<file path="src/rtl/cpu_pkg.sv">
// ============================================================================
// cpu_pkg : shared CPU definitions (MEM-stage access unit state encoding)
// Revision : 1.0
// ============================================================================
`default_nettype none

package cpu_pkg;

    typedef enum logic [1:0] {
        MAU_IDLE = 2'd0,
        MAU_BUSY = 2'd1,
        MAU_DONE = 2'd2
    } mau_state_t;

    localparam logic [1:0] WORD_ALIGN_MASK = 2'b11;

endpackage

`default_nettype wire

</file>
<file path="src/rtl/mem_access_unit.sv">
// ============================================================================
// mem_access_unit : MEM-stage req/ack data-memory controller with stall/timeout
// Revision : 1.0
// ============================================================================
`default_nettype none

module mem_access_unit
    import cpu_pkg::*;
#(
    parameter int TIMEOUT_CYC = 16,
    parameter int CNT_W       = 5
) (
    input  logic        clk_i,
    input  logic        rst_i,
    input  logic        MemRead_i,
    input  logic        MemWrite_i,
    input  logic [31:0] addr_i,
    input  logic [31:0] wdata_i,
    output logic        stall_o,
    output logic [31:0] data_o,
    output logic        err_o,
    output logic        mem_req_o,
    output logic        mem_we_o,
    output logic [31:0] mem_addr_o,
    output logic [31:0] mem_wdata_o,
    input  logic        mem_ack_i,
    input  logic [31:0] mem_rdata_i
);

    mau_state_t       state;
    logic [CNT_W-1:0] cnt;
    logic             access;
    logic             illegal;
    logic             misaligned;
    logic             start;

    always_comb begin
        access     = MemRead_i ^ MemWrite_i;
        illegal    = MemRead_i & MemWrite_i;
        misaligned = access & ((addr_i[1:0] & WORD_ALIGN_MASK) != 2'b00);
        start      = (state == MAU_IDLE) & access & ~misaligned;
        stall_o    = start | (state == MAU_BUSY);
    end

    always_ff @(posedge clk_i or negedge rst_i) begin
        if (!rst_i) begin
            state       <= MAU_IDLE;
            cnt         <= '0;
            mem_req_o   <= 1'b0;
            mem_we_o    <= 1'b0;
            mem_addr_o  <= '0;
            mem_wdata_o <= '0;
            data_o      <= '0;
            err_o       <= 1'b0;
        end else begin
            case (state)
                MAU_IDLE: begin
                    if (start) begin
                        mem_req_o   <= 1'b1;
                        mem_we_o    <= MemWrite_i;
                        mem_addr_o  <= {addr_i[31:2], 2'b00};
                        mem_wdata_o <= wdata_i;
                        cnt         <= '0;
                        state       <= MAU_BUSY;
                    end else if (illegal | misaligned) begin
                        err_o <= 1'b1;
                    end
                end
                MAU_BUSY: begin
                    cnt <= cnt + 1'b1;
                    // An ack in the final timeout cycle still completes cleanly.
                    if (mem_ack_i) begin
                        if (!mem_we_o) begin
                            data_o <= mem_rdata_i;
                        end
                        mem_req_o <= 1'b0;
                        state     <= MAU_DONE;
                    end else if (cnt == CNT_W'(TIMEOUT_CYC - 1)) begin
                        mem_req_o <= 1'b0;
                        err_o     <= 1'b1;
                        data_o    <= '0;
                        state     <= MAU_DONE;
                    end
                end
                MAU_DONE: begin
                    cnt   <= '0;
                    state <= MAU_IDLE;
                end
                default: begin
                    state <= MAU_IDLE;
                end
            endcase
        end
    end

endmodule

`default_nettype wire

</file>
<file path="config.mk">
export PLATFORM = sky130hd
export DESIGN_NAME = mem_access_unit
export DESIGN_NICKNAME = d
export VERILOG_FILES = /design/src/rtl/cpu_pkg.sv /design/src/rtl/mem_access_unit.sv
export SDC_FILE = /design/constraint.sdc
export NUM_CORES = 1
export LEC_CHECK = 0
export ABC_AREA = 1
export BUFFER_PORTS_ARGS = -buffer_cell sky130_fd_sc_hd__clkbuf_2
export CAP_MARGIN = 10
export CORE_ASPECT_RATIO = 0.8
export CORE_MARGIN = 5
export CORE_UTILIZATION = 53
export CTS_BUF_LIST = sky130_fd_sc_hd__clkbuf_4 sky130_fd_sc_hd__clkbuf_8
export DETAILED_ROUTE_END_ITERATION = 16
export PLACE_DENSITY = 0.84
export SYNTH_ARGS = -nofsm -noshare
export SYNTH_HDL_FRONTEND = slang
export SYNTH_SLANG_ARGS = --single-unit
export TNS_END_PERCENT = 20
</file>
<file path="constraint.sdc">
create_clock -name clk_i -period 3.6 [get_ports clk_i]
set_input_delay 0.72 -clock clk_i [delete_from_list [all_inputs] [get_ports clk_i]]
set_output_delay 0.72 -clock clk_i [all_outputs]
set_load 0.05 [all_outputs]
</file>
==> results of run 1 <==
-- metrics by stage --
step | utilization | cells | setup slack, ns | instance area (um2)
2_1_floorplan | - | 473 | 1.16 | 4580
3_3_place_gp | 0.653 | 759 | 1.12 | 5520
3_5_place_dp | 0.653 | 759 | 1.00 | 5520
4_1_cts | 0.675 | 775 | 1.21 | 5700
5_1_grt | 0.675 | 775 | 1.08 | 5700
6_report | 0.675 | 775 | 1.20 | 5700
-- cell usage in the layout (no fill, tap or decap), drive strengths merged --
cell / count
clkinvlp: 1
nand4: 2
o21ai: 99
nand2: 151
nor2: 2
or2: 2
dfrtp: 104
conb: 2
nand3: 5
inv: 78
clkbuf: 207
buf: 3
ha: 3
a21oi: 3
clkinv: 1
-- registers in the layout (all words and copies together) (netlist names) --
signal	flops
cnt	5
data_o	32
err_o	1
mem_addr_o	30
mem_req_o	1
mem_wdata_o	32
mem_we_o	1
state	2
-- kinds of logic after synthesis --
family / count (synthesis) / share of synthesized area
simple gates: 162 / 0.142
flops: 104 / 0.568
compound gates: 102 / 0.166
buf+inv: 100 / 0.115
fa+ha+maj: 3 / 0.00820
other cells: 1 / 0.000819
-- routing by layer --
metal | part of all wire | vias to the layer above | track usage
li1 | - | 1816 | -
met1 | 0.38 | 1702 | 0.242
met4 | 0.0056 | 0 | 0.0435
met2 | 0.49 | 137 | 0.331
met3 | 0.12 | 10 | 0.0938
met5 | 0 | - | 0
-- worst paths after layout --
kind                                    start                    endpoint  slack [ns]  cells after the start
max in group asynchronous               rst_i  mem_addr_o[25]$_DFFE_PN0P_        2.52                      2
min                                     rst_i      data_o[23]$_DFFE_PN0P_        0.35                      1
max                                MemWrite_i                     stall_o        1.20                      5
min reg2reg                 err_o$_DFFE_PN0P_           err_o$_DFFE_PN0P_        0.47                      2
max reg2reg                cnt[0]$_DFFE_PN0P_      data_o[29]$_DFFE_PN0P_        1.33                      8
min in group clk_i          err_o$_DFFE_PN0P_           err_o$_DFFE_PN0P_        0.47                      2
-- area by class of cell --
class                      count  area (um2)
clock buffer                  10         131
clock inverter                 6        47.5
fill                         671        2750
inverter                      74         278
multi-input combinational    269        1460
sequential                   104        2600
tap                          112         140
timing repair buffer         200        1030
-- Yosys cell counts --
library cell / instances
sky130_fd_sc_hd__ha_1: 3
sky130_fd_sc_hd__nand4_1: 1
sky130_fd_sc_hd__nor2_2: 1
sky130_fd_sc_hd__or2_2: 2
sky130_fd_sc_hd__o21ai_0: 11
sky130_fd_sc_hd__clkbuf_1: 4
sky130_fd_sc_hd__inv_2: 2
sky130_fd_sc_hd__nand4_2: 1
sky130_fd_sc_hd__nand2_2: 1
sky130_fd_sc_hd__a21oi_1: 3
sky130_fd_sc_hd__buf_6: 18
sky130_fd_sc_hd__buf_4: 4
sky130_fd_sc_hd__o21ai_2: 67
sky130_fd_sc_hd__nor2_1: 1
sky130_fd_sc_hd__inv_1: 72
sky130_fd_sc_hd__dfrtp_1: 104
sky130_fd_sc_hd__nand3_1: 4
sky130_fd_sc_hd__nand2_1: 150
sky130_fd_sc_hd__o21ai_1: 21
sky130_fd_sc_hd__conb_1: 1
sky130_fd_sc_hd__nand3_4: 1
-- worst max-delay path, cell delays in order --
cell and delay (ns):
sky130_fd_sc_hd__clkbuf_2 0.10, sky130_fd_sc_hd__ha_1 0.36, sky130_fd_sc_hd__nand4_4 0.13, sky130_fd_sc_hd__nand2_1 0.10
sky130_fd_sc_hd__clkbuf_2 0.27
-- where the power goes --
part / switching (W) / total (W) / internal (W) / leakage [nW]
clock network: 0.000407 / 0.000676 / 0.000269 / 0.0915
registers: 0.000197 / 0.00169 / 0.00149 / 1.32
logic: 0.00161 / 0.00207 / 0.000460 / 1.89
==> metrics.md, run 1 <==
| Metric | Value |
|---|---|
| Type of the most critical hold path | `in -> async` |
| Total overflow reported by the global router | `0` |
| TritonCTS sink count | `104` |
| Largest net degree at the start of global routing | `approximately 130` |
| Drt initial violations | `256` |
| TritonCTS clock tree | `yes` |
| Hold Vio Cnt, Final | `0` |
| Setup CP Type | `in -> out` |
| Maximum net fanout on the critical path | `4` |
| Biggest area contributors in the synthesized netlist | `sky130_fd_sc_hd__dfrtp_1 57%, sky130_fd_sc_hd__o21ai_2 13%, sky130_fd_sc_hd__nand2_1 12%` |
| Placeable core area | `0.00845 mm2` |
| Number of library cell types mapped by synthesis | `21` |
| Fraction of final layout cells sized beyond drive strength 1 | `0.439` |
| Number of buffers inserted for hold repair after clock tree synthesis | `0` |
| DRT Wirelength | `10.5 mm` |
| Average cell area after synthesis | `9.70 um2` |
| Die Outline Area | `between 0.01 and 0.015 mm2` |
| Clock H-tree levels | `3` |
| Number of nets with antenna violations after detailed routing | `0` |
| Power density over cell area | `779 mW/mm2` |
| Pin slew with the least headroom to its limit | `~0.8 ns` |
| Routed length per instance | `13.6 um` |
| Global-route wire length before repair | `17.3 mm` |
| Post-layout min period | `approximately 2.4 ns` |
| Setup repair after global routing missed its margin | `false` |
| Number of warnings printed during yosys synthesis | `0` |
| Number of global-route vias before repair | `3728` |
| Nets@finish | `between 700 and 800` |
| Worst-Skew Late Latency | `between 0.3 and 0.4 ns` |
| Worst Hold Slack | `0.353 ns` |
| Required arrival time at the worst endpoint | `~2.9 ns` |
| Via density per instance | `4.73` |
| Count of inserted antenna diode cells | `0` |
| Synth area leader | `sky130_fd_sc_hd__dfrtp_1` |
| Yosys top cell area share | `0.568` |
| Max-slew violation total from the final report | `0` |
| Remaining max-slew budget at the tightest pin | `0.465` |
| Post-CTS setup buffers | `0` |
| Critical Path Source Type | `input port` |
| Number of buffers between clock root and the deepest sink | `2` |
| WP data arrival | `1.68 ns` |
| Synthesized cell area | `between 0.004 and 0.005 mm2` |
| Max capacitance violation total | `0` |
| Placer congestion estimate | `0.836` |
| Clock-pin slew reported for the worst setup and hold paths after clock tree synthesis | `0.10 ns` |
| Register bit count reported by yosys | `104` |
| All-layer global routing usage | `0.201` |
| Status | `finished clean` |
| Floorplan die height | `93.1 um` |
| TritonCTS Buffers | `9` |
| Setup Viol. Count Final | `0` |
| Crit. End Element | `primary output` |
| Number of antenna violations at the first check in global routing | `0` |
| Maximum clock skew at final layout | `0.0116 ns` |
| Final HPWL from detailed placement | `7.98 mm` |
| Std cell rows | `30` |
| Clk Tree Root Cell | `sky130_fd_sc_hd__clkbuf_8` |
| Tcrit/Tclk final | `0.667` |
| Total Power Consumption | `around 0.0044 W` |
| Leakage Power | `3.30 nW` |
| Die outline width | `about 110 um` |
| Share of the yosys chip area belonging to registers | `0.568` |
| Area growth from synthesis to final layout | `24.4%` |
| Highest achievable clock rate | `between 0.4 and 0.5 GHz` |
| Buffers added on ports | `198` |
| First drt pass iteration count | `4` |
| Boundary pin count | `201` |
| Overall via count from detail_route | `3665` |
| Peak supply drop | `0.000470 V` |
| Number of cells produced by synthesis | `472` |
| Starting Density | `0.542` |
| Setup TNS Final | `0 ns` |
| Count of cells resized by post-cts repair | `0` |
| Detailed-route DRC error count | `0` |
Power figures use the tool's default switching activity.
==> inputs of run 2 (changes only) <==
Settings changed: CORE_UTILIZATION 53 to 44, PLACE_DENSITY 0.84 to 0.74.
Clock period 3.6 ns to 2.1 ns, I/O delays scaled along.
==> run 2 against run 1 <==
Net effect:
- global-route usage decreased by 3.5 points
- core utilization is 11 points lower
- wire length fell by 4.8%
- via count down 2.9%
- largest cell class unchanged
- largest power group unchanged
- highest routed layer unchanged
==> metrics.md, run 2 (same netlist as run 1, synthesis figures left out) <==
| Metric | Value |
|---|---|
| FF-to-FF path depth | `10 (+2)` |
| Peak supply drop | `0.000831 V (+77%)` |
| Commonest cells after routing, fill and taps aside | `197 x sky130_fd_sc_hd__clkbuf_2, 150 x sky130_fd_sc_hd__nand2_1, 104 x sky130_fd_sc_hd__dfrtp_1` |
| Crit. End Element | `primary output` |
| All-layer global routing usage | `0.166 (-0.0353)` |
| Maximum net fanout on the critical path | `4 (unchanged)` |
| Number of buffers inserted for hold repair after clock tree synthesis | `0 (unchanged)` |
| Max capacitance violation total | `0 (unchanged)` |
| Post-Place Setup Slack | `0.281 ns (-0.720 ns)` |
| Instance count after placement with tap cells included | `792 (+4.3%)` |
| DRT Wirelength | `10.0 mm (-4.8%)` |
| Critical R2R Capture | `data_o[7]$_DFFE_PN0P_` |
| Pin slew with the least headroom to its limit | `0.619 ns (-0.183 ns)` |
| Overall via count from detail_route | `3558 (-2.9%)` |
| TritonCTS clock tree | `yes` |
| Reg2Reg Launch Point | `cnt[0]$_DFFE_PN0P_` |
| Std cell rows | `33 (+10%)` |
| Area taken by flip-flops and latches | `0.00260 mm2 (unchanged)` |
| Clk Tree Root Cell | `sky130_fd_sc_hd__clkbuf_8` |
| Die Outline Area | `0.0126 mm2 (+18%)` |
| Placer congestion estimate | `0.784 (-6.3%)` |
| Total overflow reported by the global router | `0 (unchanged)` |
| Max-slew violation total from the final report | `0 (unchanged)` |
| Leakage Power | `3.34 nW (+0.94%)` |
| Via density per instance | `4.41 (-6.8%)` |
| Most frequent standard cell in the layout excluding fill and tap cells | `sky130_fd_sc_hd__clkbuf_2` |
| Boundary pin count | `201 (unchanged)` |
| Setup Viol. Count Final | `0 (unchanged)` |
| TritonCTS Buffers | `9 (unchanged)` |
| Crit path from | `state[0]$_DFFE_PN0P_` |
| Starting Density | `0.449 (-0.0932)` |
| Area growth from synthesis to final layout | `26.2%` |
| Setup CP Type | `reg -> out` |
| Setup TNS Final | `0 ns (unchanged)` |
| Number of nets with antenna violations after detailed routing | `0 (unchanged)` |
| Floorplan die height | `101 um (+8.7%)` |
| Clock H-tree levels | `3 (unchanged)` |
| Number of buffers between clock root and the deepest sink | `2 (unchanged)` |
| Final HPWL from detailed placement | `7.70 mm (-3.6%)` |
| Tcrit/Tclk final | `0.888` |
| Maximum clock skew at final layout | `0.0101 ns (-0.00147 ns)` |
| Largest net degree at the start of global routing | `129 (unchanged)` |
| Hold Vio Cnt, Final | `0 (unchanged)` |
| Slack of the critical path | `0.236 ns (-0.961 ns)` |
| Combined area of the multi-input logic cells | `0.00146 mm2 (unchanged)` |
| Detailed-route DRC error count | `0 (unchanged)` |
| First drt pass iteration count | `5 (+1)` |
| Count of inserted antenna diode cells | `0 (unchanged)` |
| Worst-Skew Late Latency | `0.36 ns (about the same)` |
| Number of antenna violations at the first check in global routing | `0 (unchanged)` |
| Critical Path Source Type | `flop` |
| TritonCTS sink count | `104 (unchanged)` |
| Highest achievable clock rate | `0.537 GHz` |
| Final design instance area without fill | `0.00578 mm2 (+1.5%)` |
| Required arrival time at the worst endpoint | `1.68 ns (-1.20 ns)` |
| Global-route wire length before repair | `16.5 mm (-5.0%)` |
| Die outline width | `124 um (+8.9%)` |
| Type of the most critical hold path | `in -> async` |
| Number of filler cells placed in the layout | `911 (+36%)` |
| Power density over cell area | `1310 mW/mm2 (+68%)` |
| End point of the critical path | `stall_o` |
| Buffers added on ports | `198 (unchanged)` |
| Post-layout min period | `1.86 ns` |
| Clock-pin slew reported for the worst setup and hold paths after clock tree synthesis | `0.10 ns (about the same)` |
| Routed length per instance | `12.4 um (-8.6%)` |
| Fraction of final layout cells sized beyond drive strength 1 | `0.442 (+0.00336)` |
| Flop2flop setup slack | `0.28 ns (-1.05 ns)` |
| Final instance count without filler cells | `807 (+4.1%)` |
| WP data arrival | `1.44 ns (-0.24 ns)` |
| Status | `finished clean` |
| Nets@finish | `767 (+0.66%)` |
| Placeable core area | `0.0102 mm2 (+21%)` |
| Remaining max-slew budget at the tightest pin | `0.587 (+0.122)` |
| Count of cells resized by post-cts repair | `0 (unchanged)` |
| Number of global-route vias before repair | `3568 (-4.3%)` |
| Post-CTS setup buffers | `0 (unchanged)` |
| Instance area after placement | `0.00560 mm2 (+1.5%)` |
| Largest registers | `data_o: 32 flops, mem_wdata_o: 32 flops, mem_addr_o: 30 flops` |
| Setup repair after global routing missed its margin | `false` |
| Drt initial violations | `170 (-34%)` |
run 2: changes by cell type in the layout (fill, tap and decap cells not counted), sizes merged:
cell | before | now
inv | 78 | 77
clkinv | 1 | 2
clkinvlp | 1 | 0
buf | 3 | 8
run 2: worst min path at each step:
| stage | startpoint | end | cells after the start |
|---|---|---|---|
| finish | rst_i | data_o[10]$_DFFE_PN0P_ | 1 |
| global route | rst_i | data_o[10]$_DFFE_PN0P_ | 1 |
| floorplan | rst_i | cnt[0]$_DFFE_PN0P_ | 0 |
| global placement | rst_i | data_o[9]$_DFFE_PN0P_ | 1 |
| detailed placement | rst_i | data_o[10]$_DFFE_PN0P_ | 1 |
| CTS | rst_i | data_o[10]$_DFFE_PN0P_ | 1 |
run 2: routing by layer:
metal | up-vias | routed length [um] | GRT usage
met5 | - | 0 | 0
met3 | 6 | 1300 | 0.0798
met1 | 1569 | 4150 | 0.208
met2 | 161 | 4500 | 0.257
li1 | 1822 | - | -
met4 | 0 | 63 | 0.0471
run 2: power by group:
group / leakage [nW] / switching (W) / internal, W
Combinational: 1.92 / 0.00274 / 0.000799
Clock: 0.0935 / 0.000673 / 0.000471
Sequential: 1.32 / 0.000332 / 0.00256
run 2: area by class of cell:
class | count | share of cell area
Clock buffer | 10 | 0.0238
Clock inverter | 5 | 0.00693
Inverter | 74 | 0.0481
Multi-Input combinational cell | 269 | 0.253
Sequential cell | 104 | 0.450
Tap cell | 140 | 0.0303
Timing Repair Buffer | 205 | 0.187
run 2: through the flow:
step | util | hold slack (ns) | total power [W]
2_1_floorplan | - | 0.124 | 0.00561
3_3_place_gp | 0.549 | 0.446 | 0.00643
3_5_place_dp | 0.549 | 0.455 | 0.00651
4_1_cts | 0.567 | 0.0404 | 0.00769
5_1_grt | 0.567 | 0.0483 | 0.00803
6_report | 0.567 | 0.0320 | 0.00758
run 2: worst max-delay path: stages (launching register included):
cell,delay (ns)
sky130_fd_sc_hd__dfrtp_1,0.43
sky130_fd_sc_hd__nor2_2,0.18
sky130_fd_sc_hd__nand4_4,0.12
sky130_fd_sc_hd__nand2_1,0.08
sky130_fd_sc_hd__clkbuf_2,0.27
==> inputs of run 3 (changes only) <==
Settings changed: ABC_AREA 1 to default, CORE_UTILIZATION 44 to 43, PLACE_DENSITY 0.74 to 0.75, SLEW_MARGIN from default to 20.
==> run 3 against run 2 <==
Net effect:
- critical path depth increased by 1
- synthesized area decreased by 13%
- hold slack got worse by 0.017 ns
- design area decreased by 6.2%
- combinational power increased by 14%
- sequential share of layout area increased by 3.0 points
- largest cell class unchanged
==> metrics.md, run 3 <==
| Metric | Value |
|---|---|
| Leakage Power | `2.76 nW (-17%)` |
| TritonCTS clock tree | `yes` |
| Drt initial violations | `215 (+26%)` |
| Slack of the critical path | `0.0431 ns (-0.193 ns)` |
| Die Outline Area | `0.0114 mm2 (-9.6%)` |
| Cell chain of the critical path | `clkbuf_2 > ha_1 > or3b_4 > a21oi_2 > clkbuf_2` |
| Setup CP Type | `in -> out` |
| Biggest area contributors in the synthesized netlist | `sky130_fd_sc_hd__dfrtp_1 65%, sky130_fd_sc_hd__mux2_1 10%, sky130_fd_sc_hd__mux2_2 7.3%` |
| Std cell rows | `31 (-6.1%)` |
| Synth area leader | `sky130_fd_sc_hd__dfrtp_1` |
| First drt pass iteration count | `4 (-1)` |
| Nets@finish | `573 (-25%)` |
| Yosys top cell area share | `0.650 (+0.0817)` |
| Die outline width | `118 um (-5.0%)` |
| Instance count after placement with tap cells included | `573 (-28%)` |
| Status | `finished clean` |
| TritonCTS sink count | `104 (unchanged)` |
| Combinational cell fraction of total power | `0.466 (about the same)` |
| Number of global-route vias before repair | `3058 (-14%)` |
| Max-slew violation total from the final report | `0 (unchanged)` |
| Via density per instance | `5.07 (+15%)` |
| Type of the most critical hold path | `in -> async` |
| Count of inserted antenna diode cells | `0 (unchanged)` |
| Number of synthesized flops with an enable pin | `0 (unchanged)` |
| Post-Route Utilization | `0.597 (+0.0307)` |
| Boundary pin count | `201 (unchanged)` |
| Most frequent cell after synthesis | `sky130_fd_sc_hd__dfrtp_1` |
| WP data arrival | `1.64 ns (+0.20 ns)` |
| Detailed-route DRC error count | `0 (unchanged)` |
| Largest registers | `data_o: 32 flops, mem_wdata_o: 32 flops, mem_addr_o: 30 flops` |
| Floorplan die height | `96.3 um (-4.9%)` |
| Post-CTS setup buffers | `0 (unchanged)` |
| Starting Density | `0.441 (-0.00789)` |
| Most frequent standard cell in the layout excluding fill and tap cells | `sky130_fd_sc_hd__clkbuf_2` |
| Number of warnings printed during yosys synthesis | `0 (unchanged)` |
| Hold Vio Cnt, Final | `0 (unchanged)` |
| Number of cells produced by synthesis | `264 (-44%)` |
| Most used DFF post-synth | `sky130_fd_sc_hd__dfrtp_1` |
| Ys async rst share | `1.00 (unchanged)` |
| Register bit count reported by yosys | `104 (unchanged)` |
| Commonest cells after routing, fill and taps aside | `197 x sky130_fd_sc_hd__clkbuf_2, 103 x sky130_fd_sc_hd__dfrtp_1, 37 x sky130_fd_sc_hd__mux2_1` |
| Number of buffers between clock root and the deepest sink | `2 (unchanged)` |
| Clock-pin slew reported for the worst setup and hold paths after clock tree synthesis | `0.09 ns (about the same)` |
| Slowest cell on the critical path | `sky130_fd_sc_hd__or3b_4` |
| Setup Viol. Count Final | `0 (unchanged)` |
| Placer congestion estimate | `0.760 (-3.0%)` |
| Max capacitance violation total | `0 (unchanged)` |
| Share of total power in sequential cells | `0.359 (-0.023)` |
| Total overflow reported by the global router | `0 (unchanged)` |
| Setup TNS Final | `0 ns (unchanged)` |
| Number of antenna violations at the first check in global routing | `0 (unchanged)` |
| All-layer global routing usage | `0.168 (+0.00232)` |
| Power density over cell area | `1590 mW/mm2 (+21%)` |
| Number of buffers inserted for hold repair after clock tree synthesis | `0 (unchanged)` |
| Buffers added on ports | `198 (unchanged)` |
| Number of library cell types mapped by synthesis | `31 (+48%)` |
| DRT Wirelength | `9.45 mm (-5.7%)` |
| Largest net degree at the start of global routing | `51 (-60%)` |
| Final HPWL from detailed placement | `7.41 mm (-3.7%)` |
| Setup repair after global routing missed its margin | `false` |
| Placeable core area | `0.00908 mm2 (-11%)` |
| Post-Place Setup Slack | `-0.0938 ns (-0.375 ns)` |
| Count of cells resized by post-cts repair | `0 (unchanged)` |
| Tcrit/Tclk final | `0.979 (+0.0919)` |
| Maximum clock skew at final layout | `0.00961 ns (-0.000538 ns)` |
| Clk Tree Root Cell | `sky130_fd_sc_hd__clkbuf_8` |
| Crit. End Element | `primary output` |
| Number of nets with antenna violations after detailed routing | `0 (unchanged)` |
| Net Sw Frac | `0.470 (-0.0250)` |
| Post-layout min period | `2.06 ns (+0.193 ns)` |
| Clock H-tree levels | `3 (unchanged)` |
| Area growth from synthesis to final layout | `35.4%` |
| Average cell area after synthesis | `15.2 um2 (+56%)` |
| Commonest cells in the synthesized netlist | `104 x sky130_fd_sc_hd__dfrtp_1, 37 x sky130_fd_sc_hd__mux2_1, 32 x sky130_fd_sc_hd__a22o_1` |
| Share of the yosys chip area belonging to registers | `0.650 (+0.0817)` |
| Stage delay of the slowest cell on the critical path | `0.41 ns (-0.02 ns)` |
| Internal Pwr Total | `0.00458 W (+20%)` |
| Synthesized cell area | `0.00400 mm2 (-13%)` |
| Peak supply drop | `0.00104 V (+26%)` |
| Proportion of power drawn by the clock network | `0.175 (+0.024)` |
| Most numerous cell on the critical path | `sky130_fd_sc_hd__clkbuf_2` |
| Critical Path Source Type | `input port` |
| Maximum net fanout on the critical path | `3 (-1)` |
| Final instance count without filler cells | `586 (-27%)` |
| Overall via count from detail_route | `2972 (-16%)` |
| P_sw | `0.00405 W (+8.2%)` |
| Routed length per instance | `16.1 um (+30%)` |
| Worst-Skew Late Latency | `0.35 ns (about the same)` |
| Fraction of final layout cells sized beyond drive strength 1 | `0.539 (+0.0970)` |
| Highest achievable clock rate | `0.486 GHz (-9.4%)` |
| Global-route wire length before repair | `15.2 mm (-7.9%)` |
| Required arrival time at the worst endpoint | `1.68 ns (about the same)` |
| TritonCTS Buffers | `9 (unchanged)` |
==> run 3: worst paths after layout <==
kind / start / slack, ns / to / cells past startpoint
setup / recovery: MemWrite_i / 0.04 / stall_o / 5
hold / removal: rst_i / 0.02 / mem_addr_o[23]$_DFFE_PN0P_ / 1
setup reg to reg: cnt[0]$_DFFE_PN0P_ / 0.17 / data_o[4]$_DFFE_PN0P_ / 7
hold reg to reg: err_o$_DFFE_PN0P_ / 0.47 / err_o$_DFFE_PN0P_ / 1
max in group asynchronous: rst_i / 1.44 / state[0]$_DFFE_PN0P_ / 2
min in group clk_i: wdata_i[17] / 0.27 / mem_wdata_o[17]$_DFFE_PN0P_ / 2
==> run 3: kinds of logic (layout without fill, tap and decap cells) <==
group / after synthesis / after routing / synth area share
DFF: 104 / 104 / 0.650
and+or+nand+nor: 26 / 26 / 0.0378
muxes: 63 / 63 / 0.177
other: 1 / 2 / 0.000937
adders and majority gates: 3 / 3 / 0.00938
buffers and inverters: 21 / 227 / 0.0316
AOI/OAI and AO/OA: 46 / 46 / 0.0931
==> run 3: worst max-delay path, delay by kind of cell <==
| family | cells | cell delay, ns |
|---|---|---|
| simple gates | 1 | 0.41 |
| buf+inv | 2 | 0.38 |
| fa+ha+maj | 1 | 0.28 |
| compound gates | 1 | 0.14 |
==> run 3: cell type report <==
| type | instances | area [um2] |
|---|---|---|
| Clock buffer | 9 | 124 |
| Clock inverter | 4 | 120 |
| Fill cell | 744 | 3650 |
| Inverter | 4 | 15.0 |
| Multi-Input combinational cell | 140 | 1290 |
| Sequential cell | 104 | 2600 |
| Tap cell | 115 | 144 |
| Timing Repair Buffer | 210 | 1120 |
==> run 3: per-stage QoR <==
step,total power [W],hold slack [ns],cell area [um2]
detailed placement,0.00721,0.409,5180
finish,0.00863,0.0153,5420
global route,0.00904,0.0291,5420
global placement,0.00713,0.398,5180
floorplan,0.00611,0.124,4010
CTS,0.00873,0.00739,5420
==> run 3: power groups by stage <==
stage / sequential (W) / combinational (W) / clock [W]
after global placement: 0.00311 / 0.00401 / 0
final: 0.00310 / 0.00402 / 0.00151
after CTS: 0.00311 / 0.00407 / 0.00156
after global routing: 0.00320 / 0.00422 / 0.00163
after detailed placement: 0.00312 / 0.00408 / 0
after floorplan: 0.00542 / 0.000689 / 0
==> run 3: metal layers <==
metal,GRT usage,up-vias,wire (um)
met5,0,-,0
met3,0.0723,10,877
met2,0.263,139,4320
met1,0.214,1458,4140
met4,0.0506,0,109
li1,-,1365,-
